[src/rtl/mem_port_arbiter_pkg.sv]
// Shared encodings for the memory-port arbiter and the memory-stage mux_3x1.
package mem_port_arbiter_pkg;

  // Arbiter FSM states.
  typedef enum logic [1:0] {
    ARB_IDLE   = 2'b00,
    ARB_BUSY   = 2'b01,
    ARB_LOCKED = 2'b10
  } arb_state_e;

  // mux_3x1 select encodings; SEL_IDLE makes the mux drive zero.
  localparam logic [1:0] SEL_REQ0 = 2'b00;
  localparam logic [1:0] SEL_REQ1 = 2'b01;
  localparam logic [1:0] SEL_REQ2 = 2'b10;
  localparam logic [1:0] SEL_IDLE = 2'b11;

  // Select code to one-hot requester mask (SEL_IDLE -> no requester).
  function automatic logic [2:0] sel_to_onehot(input logic [1:0] s);
    logic [2:0] oh;
    case (s)
      SEL_REQ0: oh = 3'b001;
      SEL_REQ1: oh = 3'b010;
      SEL_REQ2: oh = 3'b100;
      default:  oh = 3'b000;
    endcase
    return oh;
  endfunction

  // Next requester index modulo 3; an out-of-range code wraps to 0.
  function automatic logic [1:0] idx_next(input logic [1:0] p);
    return (p >= 2'd2) ? 2'd0 : p + 2'd1;
  endfunction

endpackage

[src/rtl/mem_port_arbiter_pick.sv]
// rr_pick3: combinational three-way picker. Searches from the round-robin
// pointer (or always from requester 0 in fixed-priority mode) and returns
// the first requester found.
module rr_pick3
  import mem_port_arbiter_pkg::*;
#(
  parameter bit FIXED_PRIO = 1'b0
) (
  input  logic [2:0] req_i,
  input  logic [1:0] ptr_i,
  output logic       valid_o,
  output logic [1:0] win_o
);

  logic [1:0] cand0;
  logic [1:0] cand1;
  logic [1:0] cand2;

  // Build the search order, then take the first candidate that is requesting.
  always_comb begin
    cand0   = (FIXED_PRIO || ptr_i == SEL_IDLE) ? SEL_REQ0 : ptr_i;
    cand1   = idx_next(cand0);
    cand2   = idx_next(cand1);
    valid_o = |req_i;
    if (|(req_i & sel_to_onehot(cand0)))      win_o = cand0;
    else if (|(req_i & sel_to_onehot(cand1))) win_o = cand1;
    else if (|(req_i & sel_to_onehot(cand2))) win_o = cand2;
    else                                      win_o = SEL_IDLE;
  end

endmodule

[src/rtl/mem_port_arbiter.sv]
// mem_port_arbiter: shares the single memory port between instruction fetch
// (0), load/store (1) and AMO/debug (2). Drives the mux_3x1 select, the
// one-hot grant and the port valid strobe; supports bus locking for atomic
// read-modify-write and a no-response watchdog.
module mem_port_arbiter
  import mem_port_arbiter_pkg::*;
#(
  parameter int unsigned FIXED_PRIO = 0,
  parameter int unsigned TIMEOUT    = 255
) (
  input  logic       clk,
  input  logic       rst_n,
  input  logic [2:0] req,
  input  logic [2:0] lock,
  input  logic       mem_ready,
  output logic [2:0] gnt,
  output logic [1:0] sel,
  output logic       mem_valid,
  output logic [2:0] done,
  output logic       err
);

  localparam int unsigned CNT_W = (TIMEOUT > 0) ? $clog2(TIMEOUT + 1) : 1;
  localparam logic [CNT_W-1:0] CNT_MAX = CNT_W'(TIMEOUT);

  arb_state_e       state_q, state_d;
  logic [2:0]       gnt_q, gnt_d;
  logic [1:0]       sel_q, sel_d;
  logic             mem_valid_q, mem_valid_d;
  logic             err_q, err_d;
  logic [1:0]       ptr_q, ptr_d;
  logic [CNT_W-1:0] cnt_q, cnt_d;
  logic [1:0]       owner_d;

  logic             owner_lock;
  logic             owner_req;
  logic             wd_expire;
  logic [1:0]       ptr_after;
  logic [1:0]       pick_ptr;
  logic             pick_valid;
  logic [1:0]       pick_win;

  // The current owner is the registered select; gnt_q is its one-hot form.
  assign owner_lock = |(lock & gnt_q);
  assign owner_req  = |(req & gnt_q);
  assign ptr_after  = idx_next(sel_q);
  assign wd_expire  = (TIMEOUT != 0) && (state_q == ARB_BUSY) && !mem_ready
                      && (cnt_q == CNT_MAX);

  // From IDLE the search starts at the stored pointer; when releasing an
  // owner it starts just past that owner, so the advance and the
  // re-arbitration happen at the same edge.
  assign pick_ptr = (state_q == ARB_IDLE) ? ptr_q : ptr_after;

  rr_pick3 #(
    .FIXED_PRIO (FIXED_PRIO != 0)
  ) u_pick (
    .req_i   (req),
    .ptr_i   (pick_ptr),
    .valid_o (pick_valid),
    .win_o   (pick_win)
  );

  // State, pointer, watchdog and registered outputs.
  // NOTE: sequential state uses non-blocking assignments so every flop
  // samples the pre-edge values regardless of statement order.
  always_ff @(posedge clk or negedge rst_n) begin
    if (!rst_n) begin
      state_q     <= ARB_IDLE;
      gnt_q       <= 3'b000;
      sel_q       <= SEL_IDLE;
      mem_valid_q <= 1'b0;
      err_q       <= 1'b0;
      ptr_q       <= 2'd0;
      cnt_q       <= '0;
    end else begin
      state_q     <= state_d;
      gnt_q       <= gnt_d;
      sel_q       <= sel_d;
      mem_valid_q <= mem_valid_d;
      err_q       <= err_d;
      ptr_q       <= ptr_d;
      cnt_q       <= cnt_d;
    end
  end

  // Next-state logic: arbitration, completion, locking and watchdog abort.
  // NOTE: every variable gets a default before the case so no path leaves
  // it unassigned, which would otherwise infer a latch.
  always_comb begin
    state_d = state_q;
    owner_d = sel_q;
    ptr_d   = ptr_q;
    cnt_d   = cnt_q;
    err_d   = 1'b0;
    unique case (state_q)
      ARB_IDLE: begin
        if (pick_valid) begin
          state_d = ARB_BUSY;
          owner_d = pick_win;
          cnt_d   = '0;
        end
      end
      ARB_BUSY: begin
        if (mem_ready) begin
          cnt_d = '0;
          if (owner_lock) begin
            state_d = ARB_LOCKED;
          end else begin
            ptr_d   = ptr_after;
            state_d = pick_valid ? ARB_BUSY : ARB_IDLE;
            owner_d = pick_valid ? pick_win : SEL_IDLE;
          end
        end else if (wd_expire) begin
          // Abort: no completion, any lock request is dropped.
          err_d   = 1'b1;
          ptr_d   = ptr_after;
          state_d = ARB_IDLE;
          owner_d = SEL_IDLE;
          cnt_d   = '0;
        end else if (TIMEOUT != 0) begin
          cnt_d = cnt_q + CNT_W'(1);
        end
      end
      ARB_LOCKED: begin
        if (owner_req) begin
          state_d = ARB_BUSY;
        end else if (!owner_lock) begin
          ptr_d   = ptr_after;
          state_d = pick_valid ? ARB_BUSY : ARB_IDLE;
          owner_d = pick_valid ? pick_win : SEL_IDLE;
        end
      end
      default: begin
        state_d = ARB_IDLE;
        owner_d = SEL_IDLE;
      end
    endcase
  end

  // Output decode for the registered port controls from the next state.
  always_comb begin
    sel_d       = owner_d;
    gnt_d       = sel_to_onehot(owner_d);
    mem_valid_d = (state_d == ARB_BUSY);
  end

  assign gnt       = gnt_q;
  assign sel       = sel_q;
  assign mem_valid = mem_valid_q;
  assign err       = err_q;
  assign done      = gnt_q & {3{mem_valid_q & mem_ready}};

endmodule
[config.mk]
export PLATFORM = sky130hd
export DESIGN_NAME = mem_port_arbiter
export DESIGN_NICKNAME = d
export VERILOG_FILES = /design/src/rtl/mem_port_arbiter_pkg.sv /design/src/rtl/mem_port_arbiter_pick.sv /design/src/rtl/mem_port_arbiter.sv
export SDC_FILE = /design/constraint.sdc
export NUM_CORES = 1
export LEC_CHECK = 0
export ABC_AREA = 1
export BUFFER_PORTS_ARGS = -buffer_cell sky130_fd_sc_hd__buf_4
export CAP_MARGIN = 10
export CORE_AREA = 2 2 60 62
export DETAILED_ROUTE_END_ITERATION = 8
export DIE_AREA = 0 0 62 64
export SLEW_MARGIN = 20
export SYNTH_ARGS = -nofsm -noshare
export SYNTH_HDL_FRONTEND = slang
export SYNTH_SLANG_ARGS = --single-unit
[constraint.sdc]
create_clock -name clk -period 2.5 [get_ports clk]
set_clock_uncertainty 0.15 [all_clocks]
set_input_delay 0.5 -clock clk [delete_from_list [all_inputs] [get_ports clk]]
set_output_delay 0.5 -clock clk [all_outputs]
set_load 0.005 [all_outputs]
### After elaboration in Yosys (flattened, before gate mapping)

Cells that the tools add are included.

| word-level totals | value |
|---|---|
| bits in registers | 19 |
| output and inout bits | 10 |
| logic and storage cells | 97 |

| operators by class | value |
|---|---|
| add/subtract/negate cells | 4 |
| magnitude comparators | 3 |
| eq/ne operators | 16 |
| muxes and demuxes | 42 |
| bitwise logic cells | 7 |
| reduce and logical (&&, ||, !) cells | 18 |

Operators by type and width:

| kind | number |
|---|---|
| 2-bit 2-to-1 mux | 24 |
| 3-bit one-hot mux with 3 select lines | 4 |
| 8-bit 2-to-1 mux | 3 |
| 3-bit bitwise AND | 6 |
| 3-bit OR reduction | 6 |
| 8-bit one-hot mux with 2 select lines | 1 |
| 2-bit by 1-bit equality test with 1-bit output (second input constant) | 6 |
| 2-bit equality test (second input constant) | 6 |
| 2-bit one-hot mux with 3 select lines | 2 |
| 2-bit zero test | 5 |
| 3-bit 2-to-1 mux | 3 |
| 8-bit by 1-bit adder with 8-bit output (second input constant) | 1 |
| 8-bit equality test (second input constant) | 1 |
| 2-bit by 1-bit adder with 2-bit output (second input constant) | 3 |
| 2-bit >= comparator (second input constant) | 3 |
| 1-bit 2-to-1 mux | 4 |
| 2-bit != test (second input constant) | 2 |
| 2-bit one-hot mux with 2 select lines | 1 |
| 2-bit nonzero test | 2 |
| 3-bit != test (second input constant) | 1 |
| 3-bit AND reduction | 1 |
| 1-bit logical AND | 2 |
| 2-bit AND reduction | 1 |
| 1-bit bitwise AND | 1 |
| 1-bit zero test | 1 |

### Logic depth before layout (Yosys ltp)

| logic depth | value |
|---|---|
| depth after elaboration | 25 |
| mapped depth | 17 |
| mapped depth without buffers | 17 |

### Hierarchy

A second synthesis with hierarchy kept.

| unflattened totals | value |
|---|---|
| cell total of the unflattened synthesis | 198 |
| area total of the unflattened synthesis | 1361.3 µm² |

By module, submodules not included:

| module | instances | cells each | area an instance (µm²) |
|---|---|---|---|
| mem_port_arbiter | 1 | 161 | 1149.9 |
| rr_pick3 | 1 | 37 | 211.5 |

### Worst setup path after synthesis

Ideal clock, no wire load.

| timing | value |
|---|---|
| path kind | flip-flop to flip-flop |
| start | register state_q[0] |
| end | register gnt_q[2], in the netlist gnt[2] |
| library setup time | 0.113 ns |
| arrival time | 1.996 ns |
| setup slack | 0.241 ns |
| cell stages (with the launch flop) | 14 |
| buffers on the path | 0 |
| clock period less this slack | 2.259 ns |
| path through | dfrtp_1 nor2_1 inv_1 o21ai_0 inv_1 ha_1 nand2_1 nand3_1 a21boi_0 nand2_1 nand2_1 nand3_2 nand2_1 inv_1 |

| on the way | value |
|---|---|
| word-level cells in the longest chain between the ends | 23 |
| elaborated cells on any way between the ends | 49 |
| classes of those cells | add/sub: 2; order compare: 2; eq/ne: 11; mux: 21; bitwise: 3; reduce/logical: 10 |

Ends and longest elaborated chain:

| element | RTL line | RTL |
|---|---|---|
| start: declaration | mem_port_arbiter.sv:26 | `arb_state_e state_q, state_d;` |
| start signal: assignment | mem_port_arbiter.sv:77 | `state_q <= state_d;` |
| 2-bit zero test | mem_port_arbiter.sv:53, mem_port_arbiter.sv:96 |  |
| 2-bit 2-to-1 mux | mem_port_arbiter.sv:53 | `assign pick_ptr = (state_q == ARB_IDLE) ? ptr_q : ptr_after;` |
| 2-bit equality test | mem_port_arbiter_pick.sv:21 | `cand0 = (FIXED_PRIO \|\| ptr_i == SEL_IDLE) ? SEL_REQ0 : ptr_i;` |
| 2-bit 2-to-1 mux | mem_port_arbiter_pick.sv:21 |  |
| 2-bit by 1-bit adder with 2-bit output / 2-bit >= comparator (equally long branches) | mem_port_arbiter_pkg.sv:31 | `return (p >= 2'd2) ? 2'd0 : p + 2'd1;` |
| 2-bit 2-to-1 mux | mem_port_arbiter_pkg.sv:31 |  |
| 2-bit by 1-bit adder with 2-bit output / 2-bit >= comparator (equally long branches) | mem_port_arbiter_pkg.sv:31 |  |
| 2-bit 2-to-1 mux | mem_port_arbiter_pkg.sv:31 |  |
| (+9 left out) | - |  |
| 2-bit 2-to-1 mux | mem_port_arbiter.sv:112, mem_port_arbiter.sv:131 |  |
| 2-bit 2-to-1 mux | mem_port_arbiter.sv:107, mem_port_arbiter.sv:128 |  |
| 2-bit 2-to-1 mux, on equally long branches | mem_port_arbiter.sv:126, mem_port_arbiter.sv:105 |  |
| 2-bit one-hot mux with 3 select lines (*) | mem_port_arbiter.sv:96 | `unique case (state_q)` |
| net owner_d[1] | mem_port_arbiter.sv:33 | `logic [1:0] owner_d;` |
| 2-bit equality test, or another cell as far along | mem_port_arbiter_pkg.sv:20 | `case (s)` |
| 3-bit one-hot mux with 3 select lines (*) | mem_port_arbiter_pkg.sv:20 |  |
| net gnt_d[2] | mem_port_arbiter.sv:27 | `logic [2:0] gnt_q, gnt_d;` |
| end signal: assignment | mem_port_arbiter.sv:78 | `gnt_q <= gnt_d;` |
| end: declaration | mem_port_arbiter.sv:27 |  |

Mark *: on every way through the listed nets, which the timed path passes. The rest lies on a longest branch. The select of a mux whose other input is x is not followed.
A chain may end at the register's enable or synchronous reset.

### Worst setup path after layout

| timing | value |
|---|---|
| start | register state_q[1] |
| end | register gnt_q[2], in the netlist gnt[2] |

| on the way | value |
|---|---|
| word-level cells in the longest chain between the ends | 23 |
| elaborated cells on any way between the ends | 49 |
| classes of those cells | add/sub: 2; order compare: 2; eq/ne: 11; mux: 21; bitwise: 3; reduce/logical: 10 |

Ends and longest elaborated chain:

| element | RTL line | RTL |
|---|---|---|
| 2-bit zero test | mem_port_arbiter.sv:53, mem_port_arbiter.sv:96 |  |
| 2-bit 2-to-1 mux | mem_port_arbiter.sv:53 |  |
| 2-bit equality test | mem_port_arbiter_pick.sv:21 |  |
| 2-bit 2-to-1 mux | mem_port_arbiter_pick.sv:21 |  |
| 2-bit by 1-bit adder with 2-bit output / 2-bit >= comparator (equally long branches) | mem_port_arbiter_pkg.sv:31 |  |
| 2-bit 2-to-1 mux | mem_port_arbiter_pkg.sv:31 |  |
| 2-bit by 1-bit adder with 2-bit output / 2-bit >= comparator (equally long branches) | mem_port_arbiter_pkg.sv:31 |  |
| 2-bit 2-to-1 mux | mem_port_arbiter_pkg.sv:31 |  |
| (+8 left out) | - |  |
| 2-bit 2-to-1 mux | mem_port_arbiter_pick.sv:25 | `if (\|(req_i & sel_to_onehot(cand0))) win_o = cand0;` |
| 2-bit 2-to-1 mux | mem_port_arbiter.sv:112, mem_port_arbiter.sv:131 |  |
| 2-bit 2-to-1 mux | mem_port_arbiter.sv:107, mem_port_arbiter.sv:128 |  |
| 2-bit 2-to-1 mux, on equally long branches | mem_port_arbiter.sv:126, mem_port_arbiter.sv:105 |  |
| 2-bit one-hot mux with 3 select lines (*) | mem_port_arbiter.sv:96 |  |
| 2-bit equality test, or another cell as far along | mem_port_arbiter_pkg.sv:20 |  |
| 3-bit one-hot mux with 3 select lines (*) | mem_port_arbiter_pkg.sv:20 |  |
| net gnt_d[2] | mem_port_arbiter.sv:27 |  |

Marks and branches as above.

==> impl_metrics.csv <==
group,metric,value,unit
power,seqPwrFrac,27.7,%
sta,min_period,2.22,ns
finish,multiInputGateArea,691,sq um
global_route,overflow,0,
finish,fin_area,1530,sq um
finish,drive_gt1_share,24.3,%
sta,fin_setup_tns,0,ns
detailed_routing,drt-met1-wl,1200,um
sta,fin_crit_sh,89.0,%
power,pwr-share-clk,8.7,%
cts,cts.root.buffer_cell,"clkbuf_4",
power,combPwrFrac,63.6,%
finish,syn_to_final_growth,19.0,%
placement,io_buffers,18,
detailed_routing,drc_errors,0,
die,dieArea,3970,sq um
cts,postCtsSetupBuffers,0,
yosys,syn_inst,182,
die,io_pins,19,
cts,cts_buffers,3,
sta,relSlewSlack,69.2,%
global_route,grt_pass1_vias,1148,
placement,placed_area,1480,sq um
finish,fill_cells,326,
finish,nets,221,
finish,final_util,46.6,%
worst_setup_path,cp_max_fo,5,
power,p_sw,877,uW
yosys,synth_warnings,0,
power,leakage,0.000820,uW
finish,n_antenna_cell,0,
worst_setup_path,cp.required,2.56,ns
sta,finalHoldViolCount,0,
yosys,synth.cell_area,1290,sq um
power,vdd_drop_max,352,uV
yosys,synth_edf_count,0,
worst_setup_path,crit_start,"state_q[1]$_DFF_PN0_",
yosys,synth_top_area_cell,"dfrtp_1",
yosys,synthTopCellsByArea,"dfrtp_1 33%, nand2_1 15%, inv_1 7.9%",
yosys,ys_async_sr_fraction,100,%
worst_setup_path,cp-start-kind,"flip-flop",
cts,cts_buffer_depth,2,
run_status,status,"finished clean",
worst_setup_path,path_class,"reg -> reg",
min_path,worstHoldStart,"mem_ready",
die,dieHeight,64,um
detailed_routing,vias,1187,
global_route,track_usage,15.4,%
sta,rsz0062_at_grt,"no",
global_route,grt_max_degree,20,
min_path,hold_path_class,"in -> reg",
power,power.density,1180,nW/um^2
detailed_routing,detail-route-antenna-nets,0,
worst_setup_path,ff2ff_path_depth,15,
global_route,antenna_found_initial,0,
detailed_routing,top_layer,"met4",
global_route,grt_pass1_wl,4660,um
power,p_int,931,uW
detailed_routing,first_iter_violations,75,
detailed_routing,dr.pass1.iters,4,
run,cap_violations,0,
yosys,syn_avg_cell_area,7.07,sq um
worst_setup_path,crit_arrival,2.29,ns
die,start_util,39.2,%
sta,tightest_slew,0.462,ns
die,row_count,21,
cts,clk_pin_slew,0.11,ns
yosys,synth-seq-cells,19,
yosys,ys.flop_type,"dfrtp_1",
sta,drv_slew,0,
detailed_routing,via_per_inst,4.71,
min_path,hold_depth,4,
detailed_routing,met2_length,1330,um
yosys,synth_top_area_share,33.1,%
yosys,yosysSeqAreaShare,37.2,%
power,total_power,1810,uW
cts,clkLatencyLatePin,0.30,ns
placement,dp_hpwl,2260,um
cts,cts_tree,"done",
worst_setup_path,reg2reg_from,"state_q[1]$_DFF_PN0_",
worst_setup_path,crit_path_end_kind,"flip-flop",
detailed_routing,wl_met3,100,um
cts,htree_levels,1,
detailed_routing,finalWirelength,2670,um
yosys,yosysUniqueCellTypes,26,
detailed_routing,wire_per_inst,10.6,um
sta,finalSetupViolCount,0,
finish,ff_latch_area,478,sq um
cts,cts_sinks,19,
yosys,syn_nets,196,
die,coreArea,3280,sq um
placement,place.gp.congestion,0.766,
sta,max_freq,450,MHz
power,sw_frac_of_total,48.5,%
die,die-width,62,um
synth_stat cells, types with 3 or more instances:
master / n
nand3_1: 8
nand2_2: 3
ha_1: 5
o21ai_1: 3
nor2_1: 20
nor2_2: 6
o21ai_0: 9
inv_1: 27
dfrtp_1: 17
a21oi_1: 7
nand2_1: 53
inv_2: 4
path summary, 6_finish.rpt:
check | to | slack (ns)
max in group asynchronous | sel[0]$_DFF_PN1_ | 1.50
hold reg to reg | cnt_q[0]$_DFFE_PN0P_ | 0.39
hold / removal | err$_DFF_PN0_ | 0.36
setup / recovery | gnt[2]$_DFF_PN0_ | 0.28
setup reg to reg | gnt[2]$_DFF_PN0_ | 0.28
min in group asynchronous | cnt_q[2]$_DFFE_PN0P_ | 0.44
placed cells by master, fill, tap and decap left out, types with 4 or more instances in the layout:
cell,instances
a21oi_1,7
buf_4,20
dfrtp_1,17
ha_1,5
inv_1,27
inv_2,4
nand2_1,53
nand3_1,8
nor2_1,19
nor2_2,7
o21ai_0,7
power groups by stage:
stage	Clock, uW	Sequential [uW]	Combinational (uW)
6_report	157	501	1150
5_1_grt	180	515	1350
4_1_cts	161	501	1140
3_5_place_dp	0	508	1130
3_3_place_gp	0	503	1110
2_1_floorplan	0	500	819
final cells by class:
type | instances | area share [%]
Inverter | 31 | 7.60
Timing Repair Buffer | 21 | 10.5
Clock buffer | 3 | 1.47
Sequential cell | 19 | 31.2
Tap cell | 46 | 3.76
Clock inverter | 1 | 0.327
Multi-Input combinational cell | 131 | 45.1
worst max-delay path: stages, from the launching register on:
cell,delay (ns)
dfrtp_1,0.44
nor2_2,0.13
inv_1,0.12
o21ai_2,0.15
inv_1,0.08
ha_1,0.34
nand2_1,0.09
nand3_1,0.13
nor2_1,0.13
nand2_1,0.06
nand2_1,0.06
nand2_1,0.07
inv_1,0.07
nor2_2,0.04
nand2_1,0.04
inv_1,0.04
metal layers:
metal / global-route usage (%) / vias to the layer above
met5: 0 / -
met4: 5.59 / 0
met3: 1.82 / 5
met2: 27.0 / 31
met1: 18.5 / 535
li1: - / 616
flip-flops by register name, summed over array words and instances (netlist names):
| name | cells |
|---|---|
| err | 1 |
| cnt_q | 8 |
| ptr_q | 2 |
| state_q | 2 |
| mem_valid | 1 |
| sel | 2 |
| gnt | 3 |
through the flow:
step,hold WS (ns),instances,setup WS [ns]
floorplan,0.0544,182,0.241
global placement,0.230,247,0.221
detailed placement,0.236,247,0.137
CTS,0.353,252,0.107
global route,0.344,252,0.00213
finish,0.356,252,0.276
timing repair:
action                                 CTS  global route
setup endpoints to repair                0             5
resized for setup                        0             6
endpoints found under the hold margin   17             0
hold buffers                             1             0
logic make-up after synthesis:
logic type,after synthesis,synth area share [%]
AND/OR/NAND/NOR,99,35.4
buffers and inverters,32,9.92
AO/OA/AOI/OAI,25,11.3
flip-flops,19,37.2
adder cells (fa/ha/maj),5,4.86
XOR/XNOR,2,1.36
Power figures use the tool's default switching activity.
